<file path="config.mk">
export PLATFORM = sky130hd
export DESIGN_NAME = lut_neuron_loader_flat
export DESIGN_NICKNAME = d
export VERILOG_FILES = /design/src/rtl/lut_neuron_loader_if.sv /design/src/rtl/lut_neuron_loader.sv /design/src/flat_wrapper.sv
export SDC_FILE = /design/constraint.sdc
export NUM_CORES = 1
export LEC_CHECK = 0
export CAP_MARGIN = 5
export CORE_UTILIZATION = 50
export DETAILED_ROUTE_END_ITERATION = 10
export MAX_ROUTING_LAYER = met4
export PLACE_DENSITY = 0.69
export SYNTH_ARGS = -nofsm -noshare
export SYNTH_HDL_FRONTEND = slang
export SYNTH_SLANG_ARGS = --single-unit
</file>
<file path="constraint.sdc">
create_clock -name clk -period 5.95 [get_ports clk]
set_clock_uncertainty 0.15 [all_clocks]
set_input_delay 1.4875 -clock clk [delete_from_list [all_inputs] [get_ports clk]]
set_output_delay 1.4875 -clock clk [all_outputs]
set_load 0.01 [all_outputs]
</file>
<file path="src/rtl/lut_neuron_loader_if.sv">
// Config-stream and lookup signals of the programmable neuron LUT.
// The master drives beats and lookups, the slave (the loader) answers.
interface lut_neuron_loader_if #(
    parameter int IN_BITS  = 8,
    parameter int OUT_BITS = 1,
    parameter int CFG_W    = 16
);
    // Handshake: a config beat transfers on cycles where cfg_valid & cfg_ready
    // are both high, a lookup on cycles where in_valid & in_ready are both high.
    // Valid must not depend on ready. out_valid is a one-cycle pulse with no
    // back-pressure.
    logic                cfg_valid;
    logic                cfg_ready;
    logic [CFG_W-1:0]    cfg_data;
    logic                cfg_last;
    logic                in_valid;
    logic                in_ready;
    logic [IN_BITS-1:0]  in_data;
    logic                out_valid;
    logic [OUT_BITS-1:0] out_data;
    logic                loaded;
    logic                cfg_err;

    modport master (
        output cfg_valid, cfg_data, cfg_last, in_valid, in_data,
        input  cfg_ready, in_ready, out_valid, out_data, loaded, cfg_err
    );

    modport slave (
        input  cfg_valid, cfg_data, cfg_last, in_valid, in_data,
        output cfg_ready, in_ready, out_valid, out_data, loaded, cfg_err
    );
endinterface

</file>
<file path="src/rtl/lut_neuron_loader.sv">
// Runtime-loadable neuron lookup table: a beat stream fills the table,
// then input words are looked up with one cycle of latency.
module lut_neuron_loader #(
    parameter int IN_BITS  = 8,
    parameter int OUT_BITS = 1,
    parameter int CFG_W    = 16
) (
    input  logic             clk,
    input  logic             rst,
    lut_neuron_loader_if.slave bus,
    output logic [1:0]       dbg_state
);
    localparam int TBITS  = (1 << IN_BITS) * OUT_BITS;
    localparam int NBEATS = TBITS / CFG_W;
    localparam int PW     = (NBEATS > 1) ? $clog2(NBEATS) : 1;
    localparam int TW     = $clog2(TBITS);

    generate
        if (TBITS % CFG_W != 0) begin : g_bad_cfg_w
            $error("lut_neuron_loader: table size must be a multiple of CFG_W");
        end
    endgenerate

    typedef enum logic [1:0] {
        S_EMPTY  = 2'd0,
        S_LOAD   = 2'd1,
        S_LOADED = 2'd2,
        S_ERR    = 2'd3
    } state_t;

    state_t                state, state_n;
    logic [PW-1:0]         ptr, ptr_n, cur;
    logic                  acc, wr_en, look;
    logic [TW-1:0]         wbase, rbase;
    logic [TBITS-1:0]      tbl;
    logic                  out_valid_q;
    logic [OUT_BITS-1:0]   out_data_q;

    assign acc   = bus.cfg_valid & bus.cfg_ready;
    // Outside LOAD every beat is treated as beat 0, which restarts the load.
    assign cur   = (state == S_LOAD) ? ptr : '0;
    assign look  = bus.in_valid & bus.in_ready;
    assign wbase = TW'(cur) * TW'(CFG_W);
    assign rbase = TW'(bus.in_data) * TW'(OUT_BITS);

    always_ff @(posedge clk) begin
        if (!rst) begin
            state <= S_EMPTY;
            ptr   <= '0;
        end else begin
            state <= state_n;
            ptr   <= ptr_n;
        end
    end

    always_comb begin
        state_n = state;
        ptr_n   = ptr;
        wr_en   = 1'b0;
        if (acc) begin
            wr_en = 1'b1;
            if (cur == PW'(NBEATS - 1)) begin
                ptr_n   = '0;
                state_n = bus.cfg_last ? S_LOADED : S_ERR;
            end else if (bus.cfg_last) begin
                ptr_n   = '0;
                state_n = S_ERR;
            end else begin
                ptr_n   = cur + PW'(1);
                state_n = S_LOAD;
            end
        end
    end

    // Table has no reset; validity is carried entirely by the FSM state.
    always_ff @(posedge clk) begin
        if (wr_en) tbl[wbase +: CFG_W] <= bus.cfg_data;
    end

    // Reads the pre-write contents when a beat lands in the same cycle.
    always_ff @(posedge clk) begin
        if (!rst) begin
            out_valid_q <= 1'b0;
            out_data_q  <= '0;
        end else begin
            out_valid_q <= look;
            if (look) out_data_q <= tbl[rbase +: OUT_BITS];
        end
    end

    assign bus.cfg_ready = 1'b1;
    assign bus.in_ready  = (state == S_LOADED);
    assign bus.loaded    = (state == S_LOADED);
    assign bus.cfg_err   = (state == S_ERR);
    assign bus.out_valid = out_valid_q;
    assign bus.out_data  = out_data_q;
    assign dbg_state     = state;
endmodule

</file>
<file path="src/flat_wrapper.sv">
// flat-port wrapper written by rule: the top's interface ports become plain ports
module lut_neuron_loader_flat 
#(
    parameter int IN_BITS  = 8,
    parameter int OUT_BITS = 1,
    parameter int CFG_W    = 16
)
  (clk, rst, dbg_state, bus_cfg_valid, bus_cfg_data, bus_cfg_last, bus_in_valid, bus_in_data, bus_cfg_ready, bus_in_ready, bus_out_valid, bus_out_data, bus_loaded, bus_cfg_err);
  lut_neuron_loader_if #(.IN_BITS(IN_BITS), .OUT_BITS(OUT_BITS), .CFG_W(CFG_W)) bus_i ();
  input  logic clk;
  input  logic rst;
  output logic [1:0] dbg_state;
  input wire logic [$bits(bus_i.cfg_valid)-1:0] bus_cfg_valid;
  input wire logic [$bits(bus_i.cfg_data)-1:0] bus_cfg_data;
  input wire logic [$bits(bus_i.cfg_last)-1:0] bus_cfg_last;
  input wire logic [$bits(bus_i.in_valid)-1:0] bus_in_valid;
  input wire logic [$bits(bus_i.in_data)-1:0] bus_in_data;
  output wire logic [$bits(bus_i.cfg_ready)-1:0] bus_cfg_ready;
  output wire logic [$bits(bus_i.in_ready)-1:0] bus_in_ready;
  output wire logic [$bits(bus_i.out_valid)-1:0] bus_out_valid;
  output wire logic [$bits(bus_i.out_data)-1:0] bus_out_data;
  output wire logic [$bits(bus_i.loaded)-1:0] bus_loaded;
  output wire logic [$bits(bus_i.cfg_err)-1:0] bus_cfg_err;
  assign bus_i.cfg_valid = bus_cfg_valid;
  assign bus_i.cfg_data = bus_cfg_data;
  assign bus_i.cfg_last = bus_cfg_last;
  assign bus_i.in_valid = bus_in_valid;
  assign bus_i.in_data = bus_in_data;
  assign bus_cfg_ready = bus_i.cfg_ready;
  assign bus_in_ready = bus_i.in_ready;
  assign bus_out_valid = bus_i.out_valid;
  assign bus_out_data = bus_i.out_data;
  assign bus_loaded = bus_i.loaded;
  assign bus_cfg_err = bus_i.cfg_err;
  lut_neuron_loader #(.IN_BITS(IN_BITS), .OUT_BITS(OUT_BITS), .CFG_W(CFG_W)) u_core (.clk(clk), .rst(rst), .bus(bus_i), .dbg_state(dbg_state));
endmodule
</file>
==> impl_metrics.ini <==
[sta]
hold_viol = 0
setup_viol = 0
period_share = 0.778
hold_slack_ps = 465
setup_slack_ps = 1320
rsz0062_at_grt = false
tns_ps = 0
fin_crit_ps = 4630
timing.fmax_ghz = 0.216
slew_viol_final = 0
tightest_slew_ps = 1210
relSlewSlack = 0.192

[yosys]
ys_types = 49
synthesis.yosys.warnings = 0
synth_top_cell_area_share = 0.632
synth-edff-count = 256
synth_seq_cells = 264
ys.flop_type = edfxtp_1
syn_inst = 884
postSynthNetCount = 917
synth-async-reset-ratio = 0
ys_seq_area_frac = 0.646
synth.avg_cell_area_um2 = 13.8
netlist_area_mm2 = 0.0122
yosys-top-cells-area = edfxtp_1, mux4_2, and2_1, nor2_1, nand2_1
synth_top_cell_by_area = edfxtp_1

[clocking]
post-cts-setup-buffer-count = 0
clock_sinks = 264
clockRootBuffer = clkbuf_16
cts_buffer_depth = 3
path_clk_slew_ps = 60
cts_resized = 0
clk_latency_ps = 540
htree_levels = 1
cts_hold_buf = 0
cts_tree = done
cts_inserted_buffers = 28

[power_and_ir_drop]
power_density_mw_per_mm2 = 285
p_total_mw = 3.91
peakVddDrop_uv = 226
p_leak_nw = 4.61

[finish]
stdcell_area_mm2 = 0.0137
area_growth_pct = 12.8
nets = 947
drive_gt1_frac = 0.144
fin_cells = 1256
final_core_util = 0.579

[worst_setup_path]
crit_path_max_fanout = 17
r2r_end = u_core.tbl[137]
crit_path_end = u_core.tbl[137]
crit_path_start = u_core.dbg_state[0]
start_kind = register
cp-end-kind = register
worst_ep_required_time_ps = 5970
r2r_cells = 8
cp.arrival_ps = 4650
ff2ff_setup_slack_ps = 1320
critPathKind = register to register
r2r_start = u_core.dbg_state[0]

[routing]
drc = 0
dr_total_vias = 7495
antenna_left = 0
wl_mm = 30.4
dr.pass1.iters = 5
wl_per_cell_um = 24.2
drtIter0Drc = 853
vias_per_cell = 5.97

[placed_design]
place_area_mm2 = 0.0128
dp_cells = 1203
place_hpwl_mm = 19.4
gp_congestion = 0.872
dp_slack_ps = 1320
portBuffers = 35

[grt]
antenna_found_initial = 4
grt_usage = 0.264
first_global_vias = 7483
grt_max_degree = 50
grt_first_pass_wirelength_mm = 45.9
grt-ovfl-total = 0

[run]
maxCapViolCount = 0

[floorplanning]
pin_count = 37
dieArea_mm2 = 0.0249
start_util = 0.513
rows = 56
die_width_um = 158
core_area_mm2 = 0.0237
die_h_um = 158

[hold_path]
min_path_type = register to register
hp-start = u_core.ptr[0]

[run_status]
status = completed
area by class of cell:
type                       count  area [µm²]
clock buffer                  34         744
tap                          319         399
sequential                   264        7850
clock inverter                17         138
fill                        1948        9970
timing repair buffer          55         500
inverter                       6        22.5
antenna                        2        5.00
multi-input combinational    559        4050
cells by family (layout without fill, tap and decap cells):
family                   Yosys count  in the layout  synth area share
multiplexers                      86             86             0.131
buffers and inverters             61            112            0.0217
AO/OA/AOI/OAI                     51             51            0.0285
adder cells (fa/ha/maj)            4              4           0.00412
AND/OR/NAND/NOR                  417            417             0.168
flip-flops                       264            264             0.646
other                              1              3          0.000308
power breakdown:
group,leakage [nW],total [mW],internal [mW],switching [mW]
registers,2.64,2.03,2.02,0.00525
logic,1.54,0.196,0.0734,0.123
clock network,0.430,1.69,0.974,0.712
total,4.61,3.91,3.07,0.840
state kept, by name, summed over array words and instances, names as in the netlist:
name / count
u_core.dbg_state: 2
u_core.bus.out_data: 1
u_core.bus.out_valid: 1
u_core.tbl: 256
u_core.ptr: 4
synthesized netlist by cell type (all sizes together), types with 2 or more instances:
cell	number
o22ai	4
nand2b	5
nand2	53
inv	5
nor2	164
dfxtp	8
and3	5
clkbuf	38
o221a	2
a211oi	3
a22oi	9
nor2b	11
a21oi	12
and2	140
nand3b	3
nand4	4
nor4	2
mux2	9
buf	17
a31oi	2
nand3	14
mux4	58
a221oi	2
o21ai	8
nor3	11
mux2i	19
edfxtp	256
ha	4
critical path: stages (launching register included):
cell and delay, ps:
dfxtp_1 390, nor2b_1 620, nand2_1 220, ha_1 350
mux2i_1 150, o21ai_0 240, nand3_1 490, nor2_1 940
and2_1 690
cell usage in the layout (no fill, tap or decap), drive strengths merged, types with 4 or more instances in the layout:
cell           instances
buf                   23
a21oi                 12
clkinv                14
clkdlybuf4s50         32
mux2i                 19
o21ai                  8
ha                     4
clkbuf                34
mux2                   9
and2                 140
inv                    6
a22oi                  9
nor3                  11
o22ai                  4
nor2b                 11
nand2                 53
nand3                 14
mux4                  58
and3                   5
dfxtp                  8
edfxtp               256
nor2                 164
nand2b                 5
nand4                  4
worst min-delay path by stage:
stage	end	slack [ps]	cells past startpoint
2_1_floorplan	u_core.ptr[0]	400	2
3_3_place_gp	u_core.dbg_state[1]	430	2
3_5_place_dp	u_core.dbg_state[1]	450	2
4_1_cts	u_core.ptr[0]	470	2
5_1_grt	u_core.dbg_state[0]	510	1
6_report	u_core.ptr[0]	470	2
metal layers:
layer	track usage	wire, µm	part of all wire
met3	0.0438	2430	0.080
met1	0.372	13000	0.43
met4	0.0823	1020	0.033
met5	-	0	0
met2	0.396	13900	0.46
Power figures use the tool's default switching activity.
